--- config.mk ---
export PLATFORM = sky130hd
export DESIGN_NAME = qic_block_framer
export DESIGN_NICKNAME = d
export VERILOG_FILES = /design/src/rtl/qic_fmt_pkg.sv /design/src/rtl/qic_byte_fifo.sv /design/src/rtl/qic_block_framer.sv
export SDC_FILE = /design/constraint.sdc
export NUM_CORES = 1
export LEC_CHECK = 0
export CAP_MARGIN = 20
export CORE_UTILIZATION = 40
export CTS_BUF_LIST = sky130_fd_sc_hd__clkbuf_2 sky130_fd_sc_hd__clkbuf_4 sky130_fd_sc_hd__clkbuf_8
export DETAILED_ROUTE_END_ITERATION = 7
export PLACE_DENSITY = 0.62
export SYNTH_ARGS = -nofsm -noshare
export SYNTH_HDL_FRONTEND = slang
export SYNTH_HIERARCHICAL = 1
export SYNTH_SLANG_ARGS = --single-unit
--- constraint.sdc ---
create_clock -name clk -period 3.7 [get_ports clk]
set_input_delay 0.74 -clock clk [delete_from_list [all_inputs] [get_ports clk]]
set_output_delay 0.74 -clock clk [all_outputs]
set_load 0.05 [all_outputs]
--- src/rtl/qic_fmt_pkg.sv ---
// Shared types for the QIC block framer: header codes, block classes, FSM states, FIFO entry.
package qic_fmt_pkg;

  localparam logic [7:0] HDR_DATA      = 8'h00;
  localparam logic [7:0] HDR_FILE_MARK = 8'h1F;
  localparam logic [7:0] HDR_EOD       = 8'h0F;
  localparam logic [7:0] HDR_BAD       = 8'hFF;

  typedef enum logic [1:0] {
    BT_DATA      = 2'd0,
    BT_FILE_MARK = 2'd1,
    BT_EOD       = 2'd2,
    BT_BAD       = 2'd3
  } block_type_e;

  typedef enum logic [2:0] {
    ST_HUNT   = 3'd0,
    ST_SYNC   = 3'd1,
    ST_HEADER = 3'd2,
    ST_DATA   = 3'd3,
    ST_ECC    = 3'd4
  } state_e;

  typedef struct packed {
    logic       is_header;
    logic       last;
    logic [7:0] data;
  } fifo_entry_t;

  // Map a header byte onto its block class; anything unknown counts as bad.
  function automatic block_type_e classify_header(input logic [7:0] hdr);
    block_type_e bt;
    case (hdr)
      HDR_DATA:      bt = BT_DATA;
      HDR_FILE_MARK: bt = BT_FILE_MARK;
      HDR_EOD:       bt = BT_EOD;
      HDR_BAD:       bt = BT_BAD;
      default:       bt = BT_BAD;
    endcase
    return bt;
  endfunction

  // Extract the 8 data cells (second cell of each clock/data pair), MSB first.
  function automatic logic [7:0] mfm_decode(input logic [15:0] cells);
    logic [7:0] b;
    for (int i = 0; i < 8; i++) begin
      b[i] = cells[2*i];
    end
    return b;
  endfunction

endpackage

--- src/rtl/qic_byte_fifo.sv ---
// Output byte FIFO with tags; simultaneous push/pop allowed at any level, flush empties it.
module qic_byte_fifo
  import qic_fmt_pkg::*;
#(
  parameter int unsigned DEPTH = 16
) (
  input  logic                   clk,
  input  logic                   reset_n,
  input  logic                   flush,
  input  logic                   push,
  input  fifo_entry_t            push_entry,
  input  logic                   pop_ready,
  output fifo_entry_t            head,
  output logic                   valid,
  output logic [$clog2(DEPTH):0] level,
  output logic                   drop_c
);

  localparam int unsigned AW = $clog2(DEPTH);
  localparam int unsigned LW = AW + 1;

  fifo_entry_t      mem [DEPTH];
  logic [AW-1:0]    wr_ptr;
  logic [AW-1:0]    rd_ptr;
  logic             full;
  logic             pop_fire;
  logic             push_fire;

  // Handshake qualification; a full FIFO still accepts when the head leaves this cycle.
  always_comb begin
    full      = (level == LW'(DEPTH));
    pop_fire  = pop_ready & (level != '0);
    push_fire = push & (~full | pop_fire);
    drop_c    = push & full & ~pop_fire & ~flush;
    valid     = (level != '0);
    head      = mem[rd_ptr];
  end

  // Storage write.
  always_ff @(posedge clk) begin
    if (push_fire && !flush) begin
      mem[wr_ptr] <= push_entry;
    end
  end

  // Pointers and occupancy.
  always_ff @(posedge clk or negedge reset_n) begin
    if (!reset_n) begin
      wr_ptr <= '0;
      rd_ptr <= '0;
      level  <= '0;
    end else if (flush) begin
      wr_ptr <= '0;
      rd_ptr <= '0;
      level  <= '0;
    end else begin
      if (push_fire) wr_ptr <= wr_ptr + AW'(1);
      if (pop_fire)  rd_ptr <= rd_ptr + AW'(1);
      case ({push_fire, pop_fire})
        2'b10:   level <= level + LW'(1);
        2'b01:   level <= level - LW'(1);
        default: level <= level;
      endcase
    end
  end

endmodule

--- src/rtl/qic_block_framer.sv ---
// QIC tape block framer: sync hunt, MFM byte decode, block/segment tracking, byte stream out.
module qic_block_framer
  import qic_fmt_pkg::*;
#(
  parameter int unsigned DATA_BYTES     = 512,
  parameter int unsigned ECC_BYTES      = 3,
  parameter int unsigned BLOCKS_PER_SEG = 32,
  parameter logic [15:0] SYNC_WORD      = 16'h4489,
  parameter int unsigned SYNC_COUNT     = 2,
  parameter int unsigned GAP_CELLS      = 8192,
  parameter int unsigned FIFO_DEPTH     = 16
) (
  input  logic                              clk,
  input  logic                              reset_n,
  input  logic                              enable,
  input  logic                              streaming,
  input  logic                              mfm_data,
  input  logic                              mfm_clock,
  input  logic                              dpll_locked,
  output logic [7:0]                        out_data,
  output logic                              out_valid,
  input  logic                              out_ready,
  output logic                              out_is_header,
  output logic                              out_last,
  output logic [$clog2(FIFO_DEPTH):0]       fifo_level,
  output logic [1:0]                        block_type,
  output logic [$clog2(BLOCKS_PER_SEG)-1:0] block_in_segment,
  output logic [15:0]                       segment_count,
  output logic                              block_start,
  output logic                              block_complete,
  output logic                              segment_start,
  output logic                              segment_complete,
  output logic                              file_mark_detect,
  output logic                              eod_detect,
  output logic                              sync_lost,
  output logic                              overrun_error,
  output logic                              gap_timeout,
  output logic [15:0]                       error_count
);

  localparam int unsigned BIS_W  = $clog2(BLOCKS_PER_SEG);
  localparam int unsigned BC_MAX = (DATA_BYTES > ECC_BYTES) ? DATA_BYTES : ECC_BYTES;
  localparam int unsigned BC_W   = $clog2(BC_MAX);
  localparam int unsigned GAP_W  = $clog2(GAP_CELLS);

  localparam logic [BC_W-1:0]  DATA_LAST = BC_W'(DATA_BYTES - 1);
  localparam logic [BC_W-1:0]  ECC_LAST  = BC_W'(ECC_BYTES - 1);
  localparam logic [BIS_W-1:0] BIS_LAST  = BIS_W'(BLOCKS_PER_SEG - 1);
  localparam logic [GAP_W-1:0] GAP_LAST  = GAP_W'(GAP_CELLS - 1);
  localparam logic [2:0]       SYNC_LAST = 3'(SYNC_COUNT - 1);

  state_e           state;
  logic             mfm_clock_q;
  logic [15:0]      shift_q;
  logic [3:0]       cell_cnt;
  logic [BC_W-1:0]  byte_cnt;
  logic [2:0]       sync_cnt;
  logic [GAP_W-1:0] gap_cnt;

  logic             active_c;
  logic             cell_ev_c;
  logic [15:0]      shift_nxt_c;
  logic [7:0]       byte_c;
  logic             byte_done_c;
  logic             push_c;
  fifo_entry_t      entry_c;
  logic             lock_lost_c;
  logic             gap_hit_c;
  logic             drop_c;
  logic [1:0]       err_inc_c;
  logic [16:0]      err_sum_c;
  fifo_entry_t      head;

  // Cell events, byte assembly and error-event qualification.
  always_comb begin
    active_c          = enable & streaming;
    cell_ev_c         = active_c & dpll_locked & mfm_clock & ~mfm_clock_q;
    shift_nxt_c       = {shift_q[14:0], mfm_data};
    byte_c            = mfm_decode(shift_nxt_c);
    byte_done_c       = cell_ev_c & (cell_cnt == 4'hF);
    push_c            = byte_done_c & ((state == ST_HEADER) | (state == ST_DATA));
    entry_c.data      = byte_c;
    entry_c.is_header = (state == ST_HEADER);
    entry_c.last      = (state == ST_DATA) & (byte_cnt == DATA_LAST);
    lock_lost_c       = active_c & ~dpll_locked &
                        ((state == ST_HEADER) | (state == ST_DATA) | (state == ST_ECC));
    gap_hit_c         = cell_ev_c & ((state == ST_HUNT) | (state == ST_SYNC)) &
                        (block_in_segment != '0) & (gap_cnt == GAP_LAST);
    err_inc_c         = 2'(lock_lost_c) + 2'(drop_c) + 2'(gap_hit_c);
    err_sum_c         = 17'(error_count) + 17'(err_inc_c);
  end

  // Registered mfm_clock for rising-edge detection.
  always_ff @(posedge clk or negedge reset_n) begin
    if (!reset_n) mfm_clock_q <= 1'b0;
    else          mfm_clock_q <= mfm_clock;
  end

  // Framing FSM, block/segment tracking, gap timer and event pulses.
  always_ff @(posedge clk or negedge reset_n) begin
    if (!reset_n) begin
      state            <= ST_HUNT;
      shift_q          <= '0;
      cell_cnt         <= '0;
      byte_cnt         <= '0;
      sync_cnt         <= '0;
      gap_cnt          <= '0;
      block_type       <= '0;
      block_in_segment <= '0;
      segment_count    <= '0;
      block_start      <= 1'b0;
      block_complete   <= 1'b0;
      segment_start    <= 1'b0;
      segment_complete <= 1'b0;
      file_mark_detect <= 1'b0;
      eod_detect       <= 1'b0;
      sync_lost        <= 1'b0;
      overrun_error    <= 1'b0;
      gap_timeout      <= 1'b0;
    end else begin
      block_start      <= 1'b0;
      block_complete   <= 1'b0;
      segment_start    <= 1'b0;
      segment_complete <= 1'b0;
      file_mark_detect <= 1'b0;
      eod_detect       <= 1'b0;
      sync_lost        <= lock_lost_c;
      overrun_error    <= drop_c;
      gap_timeout      <= gap_hit_c;

      if (!active_c) begin
        state    <= ST_HUNT;
        shift_q  <= '0;
        cell_cnt <= '0;
        byte_cnt <= '0;
        sync_cnt <= '0;
        gap_cnt  <= '0;
      end else if (lock_lost_c) begin
        state    <= ST_HUNT;
        cell_cnt <= '0;
        byte_cnt <= '0;
        sync_cnt <= '0;
      end else if (cell_ev_c) begin
        shift_q <= shift_nxt_c;

        if (((state == ST_HUNT) || (state == ST_SYNC)) && (block_in_segment != '0)) begin
          if (gap_cnt == GAP_LAST) begin
            gap_cnt          <= '0;
            block_in_segment <= '0;
          end else begin
            gap_cnt <= gap_cnt + GAP_W'(1);
          end
        end

        case (state)
          ST_HUNT: begin
            if (shift_nxt_c == SYNC_WORD) begin
              cell_cnt <= '0;
              if (SYNC_COUNT == 1) begin
                state   <= ST_HEADER;
                gap_cnt <= '0;
              end else begin
                state    <= ST_SYNC;
                sync_cnt <= 3'd1;
              end
            end
          end
          ST_SYNC: begin
            cell_cnt <= cell_cnt + 4'd1;
            if (cell_cnt == 4'hF) begin
              if (shift_nxt_c != SYNC_WORD) begin
                state    <= ST_HUNT;
                sync_cnt <= '0;
              end else if (sync_cnt == SYNC_LAST) begin
                state    <= ST_HEADER;
                sync_cnt <= '0;
                gap_cnt  <= '0;
              end else begin
                sync_cnt <= sync_cnt + 3'd1;
              end
            end
          end
          ST_HEADER: begin
            cell_cnt <= cell_cnt + 4'd1;
            if (cell_cnt == 4'hF) begin
              block_type       <= classify_header(byte_c);
              block_start      <= 1'b1;
              segment_start    <= (block_in_segment == '0);
              file_mark_detect <= (byte_c == HDR_FILE_MARK);
              eod_detect       <= (byte_c == HDR_EOD);
              byte_cnt         <= '0;
              state            <= ST_DATA;
            end
          end
          ST_DATA: begin
            cell_cnt <= cell_cnt + 4'd1;
            if (cell_cnt == 4'hF) begin
              if (byte_cnt == DATA_LAST) begin
                byte_cnt <= '0;
                state    <= ST_ECC;
              end else begin
                byte_cnt <= byte_cnt + BC_W'(1);
              end
            end
          end
          ST_ECC: begin
            cell_cnt <= cell_cnt + 4'd1;
            if (cell_cnt == 4'hF) begin
              if (byte_cnt == ECC_LAST) begin
                byte_cnt       <= '0;
                block_complete <= 1'b1;
                state          <= ST_HUNT;
                if (block_in_segment == BIS_LAST) begin
                  block_in_segment <= '0;
                  segment_complete <= 1'b1;
                  segment_count    <= segment_count + 16'd1;
                end else begin
                  block_in_segment <= block_in_segment + BIS_W'(1);
                end
              end else begin
                byte_cnt <= byte_cnt + BC_W'(1);
              end
            end
          end
          default: state <= ST_HUNT;
        endcase
      end
    end
  end

  // Saturating error event counter.
  always_ff @(posedge clk or negedge reset_n) begin
    if (!reset_n)          error_count <= '0;
    else if (err_sum_c[16]) error_count <= 16'hFFFF;
    else                   error_count <= err_sum_c[15:0];
  end

  // Output byte FIFO; disabling the framer flushes it.
  qic_byte_fifo #(
    .DEPTH(FIFO_DEPTH)
  ) u_fifo (
    .clk       (clk),
    .reset_n   (reset_n),
    .flush     (~active_c),
    .push      (push_c),
    .push_entry(entry_c),
    .pop_ready (out_ready),
    .head      (head),
    .valid     (out_valid),
    .level     (fifo_level),
    .drop_c    (drop_c)
  );

  assign out_data      = head.data;
  assign out_is_header = head.is_header;
  assign out_last      = head.last;

endmodule
Yosys cells after proc, flatten, opt, wreduce, memory -nomap -nowiden
Memories as Yosys holds them, arrays and structs flattened. Index checks and enable logic that the tools add are counted.

Output and inout port bits: 64. Memories: 1. Bits in registers: 109. Input bits: 8. Memory bits (writable): 160.

Mux-type cells: 95. Reductions and logical operators: 17. Bitwise operators: 26. Equality and inequality tests: 34. Add/sub/neg operators: 13.

Memories: u_fifo.mem (depth 16, bits a word 10, rd ports 1, clocked after Yosys merged registers in 0, write ports 1, line qic_byte_fifo.sv:22) `fifo_entry_t mem [DEPTH];`.

Operators with widths (number): 2-to-1 mux 13 bit (9); 2-to-1 mux 9 bit (8); 2-to-1 mux 3 bit (18); 2-to-1 mux 15 bit (3); 2-to-1 mux 1 bit (35); 2-to-1 mux 5 bit (7); 2-to-1 mux 4 bit (8); one-hot mux 9 bit (3 select lines) (1); inequality test 4 x 3 -> 1 bit, second input constant (6); adder 16 x 2 -> 17 bit (1); bitwise AND 1 bit (17); adder 16 x 1 -> 16 bit, second input constant (1); equality test 16 x 15 -> 1 bit, second input constant (1); 2-to-1 mux 16 bit (1); inequality test 16 x 15 -> 1 bit, second input constant (1); one-hot mux 3 bit (5 select lines) (1); adder 13 x 1 -> 13 bit, second input constant (1); equality test 13 bit, second input constant (1); adder 4 x 1 -> 4 bit, second input constant (3); adder 5 x 1 -> 5 bit, second input constant (2); equality test 5 bit, second input constant (2); one-hot mux 5 bit (2 select lines) (1); AND reduction 5 bit (2); nonzero test 5 bit (2); other kinds (39) (53).

Depth between registers and ports, before layout
Depth after elaboration: 13. Mapped depth: 18. Gate-level depth less buffers: 15.

Hierarchy
Netlist, hierarchy kept.

Modules (own cells, without submodules): qic_byte_fifo (instances 1, area an instance 7021.7 µm², cells an instance 369, sequential area each 5129.9 µm²); qic_block_framer (instances 1, area an instance 4848.4 µm², cells an instance 512, sequential area each 2402.3 µm²).

Worst setup path after synthesis
Ideal clock, no wire load.

Kind: input-to-reg. Start point: input port enable. End point: register error_count[10]. Arrival time: 4.343 ns. Stages on the path: 18. Library setup time: 0.134 ns. Buffers on the path: 5. Required time: 3.566 ns. Setup slack: -0.777 ns. Cells stage by stage: and2_1 -> clkbuf_1 -> inv_1 -> clkbuf_1 -> clkbuf_1 -> clkbuf_1 -> nand2b_1 -> nor3_1 -> fa_1 -> ha_1 -> fa_1 -> and3_1 -> nand3_1 -> nor3_1 -> and3_1 -> nand3_1 -> clkbuf_1 -> nand2_1.

Word-level cells in the longest chain between the ends: 13.

RTL lines: start: declaration (line qic_block_framer.sv:15) `input logic enable,`; bitwise AND 1 bit * (line qic_block_framer.sv:76) `active_c = enable & streaming;`; bitwise AND 1 bit (3 in a row) (line qic_block_framer.sv:77) `cell_ev_c = active_c & dpll_locked & mfm_clock & ~mfm_clock_q;`; bitwise AND 1 bit (line qic_block_framer.sv:80) `byte_done_c = cell_ev_c & (cell_cnt == 4'hF);`; bitwise AND 1 bit (line qic_block_framer.sv:81) `push_c = byte_done_c & ((state == ST_HEADER) | (state == ST_DATA));`; bitwise AND 1 bit (2 in a row) (line qic_byte_fifo.sv:34) `drop_c = push & full & ~pop_fire & ~flush;`; bitwise AND 1 bit * (line qic_byte_fifo.sv:34); via drop_c (line qic_block_framer.sv:69) `logic drop_c;`; adder 1 x 1 -> 2 bit * (line qic_block_framer.sv:89) `err_inc_c = 2'(lock_lost_c) + 2'(drop_c) + 2'(gap_hit_c);`; adder 2 x 1 -> 2 bit * (line qic_block_framer.sv:89); adder 16 x 2 -> 17 bit * (line qic_block_framer.sv:90) `err_sum_c = 17'(error_count) + 17'(err_inc_c);`; 2-to-1 mux 16 bit * (line qic_block_framer.sv:234) `else if (err_sum_c[16]) error_count <= 16'hFFFF;`; end signal: assignment (line qic_block_framer.sv:235) `else error_count <= err_sum_c[15:0];`; end: declaration (line qic_block_framer.sv:38) `output logic [15:0] error_count`.

The timed path passes the listed nets; every way through them passes the cells marked *. A chain may end at the register's enable or synchronous reset.

Worst setup path after layout
Start point: input port mfm_clock. End point: register error_count[3].

Word-level cells in the longest chain between the ends: 11.

RTL lines: start: declaration (line qic_block_framer.sv:18) `input logic mfm_clock,`; bitwise AND 1 bit (2 in a row) (line qic_block_framer.sv:77); bitwise AND 1 bit (line qic_block_framer.sv:80); bitwise AND 1 bit (line qic_block_framer.sv:81); via push_c (line qic_block_framer.sv:65) `logic push_c;`; bitwise AND 1 bit (3 in a row) (line qic_byte_fifo.sv:34); via drop_c (line qic_block_framer.sv:69); adder 1 x 1 -> 2 bit (line qic_block_framer.sv:89); adder 2 x 1 -> 2 bit (line qic_block_framer.sv:89); adder 16 x 2 -> 17 bit (line qic_block_framer.sv:90); 2-to-1 mux 16 bit (line qic_block_framer.sv:234).

The timed path passes the listed nets, and every way through them passes these cells.

==> run summary <==
Row Count - 62
CP cell instances - clkdlybuf4s50_1, and3b_1, nand3_4, nor2_2, nand2b_4, nor3_4, fa_1, ha_2, fa_2, and3_4, nand3_4, nor3_4, and3_4, nand3_4, nand2_1
DR vias - 7487
largest net degree at the start of global routing - 61
top cells by area, synth - edfxtp_1, dfrtp_1, mux4_2
Pleak - 5.74 nW
core footprint - 28900 um^2
Worst R2R Path Depth - 15
clk sink count - 269
Max Fclk - 0.290 GHz
Cells after DPL - 1360
max cap viols - 0
Main synth FF type - edfxtp_1
FF+latch count, synth - 269
critical path endpoint category - flop
Resized cells post-CTS - 0
stages on the worst setup path - 15
Hold Worst Slack - 210 ps
CTS tree - built
setup TNS - 0 ps
most used cell, CP - nand3_4
post-synth cell types - 79
Total GRT Usage - 0.171
Slew headroom - 0.412
average cell area after synthesis - 13.5 um^2
P&R area growth vs syn - 21.4%
Hold Buf Count CTS - 0
setup violators final - 0
H-tree depth - 2
die area - 30400 um^2
CTS root buf - clkbuf_8
total power draw - 6.04 mW
DR iter-0 viols - 523
Synthesis Warnings - 6
first-pass GRT wire length - 41.2 mm
asr flop ratio synth - 0.405
Synth Net Count - 909
Final Hold Viols - 0
Fill cells - 2489
routed wire length - 25.1 mm
Final nets - 1051
RSZ-0062 raised after global routing - false
postcts setup bufs - 0
share of the synthesized area in the top cell type - 0.405
Worst R2R End - error_count[3]
Clock Tree Buf Depth - 3
ratio of cells with drive above 1 in the final layout - 0.221
final instance area - 14400 um^2
Die Ht - 174 um
Worst Hold Class - in -> async
Initial Utilization - 0.410
total CTS buffers - 45
vias in the first global route - 7798
RR Startpoint - cell_cnt[0]
clock latency at the later pin of the worst-skew pair - 560 ps
Cells after Synth - 881
Syn Std Cell Area - 11900 um^2
total grt overflow - 0
DR WL/cell - 17.4 um
crit path to - error_count[3]
clock slew at reported path FFs - 60 ps
pwr dens - 419 nW/um^2
Synth area leader - edfxtp_1
Final Wtd Congestion - 0.773
number of synthesized flops with an enable pin - 160
post-route ant nets - 0
Critical Path Source - mfm_clock
Setup Crit Path Kind - in -> reg
CP max-delay cell - clkdlybuf4s50_1
initial antenna violation count - 0
die width - 174 um
n_diodes - 0
CP delay by family, top - simple AND/OR/NAND/NOR gates
Slew Limit Fails - 0
Seq/Total Area, Yosys - 0.635
Worst setup SP type - primary input
IO Count - 72
status - finished, final reports clean
slowest stage delay, CP - 540 ps
Synth top cells by count - edfxtp_1, dfrtp_1, nand2_1
DP Area - 13400 um^2
Final Critical Period - 3440 ps
Final period util - 0.931
Cell Count, Final, Fillers Out - 1441
Pre-antenna DRT Iters - 4
Critical Path Fanout Max - 13
worst-margin pin slew - 879 ps
Remaining DRCs - 0
most common cell in the netlist - edfxtp_1
Critical Path AT - 3870 ps
Final Skew - 21.7 ps
Buffers on Ports - 71
worst reg2reg setup slack - 390 ps
CP bufs+invs - 1
Worst EP required - 4130 ps
vias per cell - 5.20
dpl hpwl - 16.8 mm
worst vdd ir - 188 uV
[layout make-up]
class	instances	area, um^2	share of cell area
Multi-Input combinational cell	553	4170	0.289
Clock inverter	6	73.8	0.00512
Clock buffer	75	901	0.0625
Tap cell	384	480	0.0333
Inverter	22	85.1	0.00590
Timing Repair Buffer	132	1170	0.0809
Sequential cell	269	7530	0.523
[registers in the layout (all words and copies together), names as in the netlist, 2 cells and up]
name / flops
u_fifo/rd_ptr: 4
shift_q: 15
state: 3
error_count: 16
byte_cnt: 9
u_fifo/wr_ptr: 4
sync_cnt: 3
u_fifo/mem: 160
cell_cnt: 4
segment_count: 16
block_in_segment: 5
block_type: 2
u_fifo/level: 5
gap_cnt: 13
[per-stage QoR]
| step | utilization | worst slack, ps |
|---|---|---|
| after global placement | 0.464 | -247 |
| after detailed placement | 0.464 | -331 |
| final | 0.498 | 256 |
| after floorplan | - | -52.0 |
| after CTS | 0.498 | 243 |
| after global routing | 0.498 | 138 |
[per-layer routing]
metal / GRT usage / part of all wire / vias up
li1: - / - / 3590
met1: 0.227 / 0.45 / 3698
met2: 0.277 / 0.48 / 164
met3: 0.0363 / 0.048 / 35
met4: 0.0625 / 0.021 / 0
met5: 0 / 0 / -
[how the worst min path moves through the flow]
stage,from,to,slack (ps),cells past startpoint
4_1_cts,reset_n,eod_detect,220,1
5_1_grt,reset_n,eod_detect,240,1
2_1_floorplan,reset_n,block_complete,440,0
6_report,reset_n,shift_q[9],210,1
3_5_place_dp,segment_count[15],segment_count[15],470,1
3_3_place_gp,segment_count[15],segment_count[15],470,1
[power breakdown]
| part | switching [mW] | internal (mW) |
|---|---|---|
| clock network | 1.17 | 1.61 |
| logic | 0.0640 | 0.0280 |
| registers | 0.00200 | 3.16 |
| total | 1.24 | 4.80 |
[logic make-up after synthesis]
family,count (synthesis),synth area share
flops,269,0.635
mux,50,0.0861
xor+xnor,34,0.0251
simple gates,309,0.132
compound gates,140,0.0784
fa+ha+maj,20,0.0223
buf+inv,59,0.0219
[cell usage in the layout (no fill, tap or decap), types with 29 or more instances in the layout]
cell	n
nand2_1	99
mux4_2	40
edfxtp_1	160
buf_4	70
dfrtp_1	108
o21ai_0	29
clkdlybuf4s50_1	60
clkbuf_8	54
a21oi_1	33
nor2_1	59
Note: power is estimated with default switching activity, not from simulation.
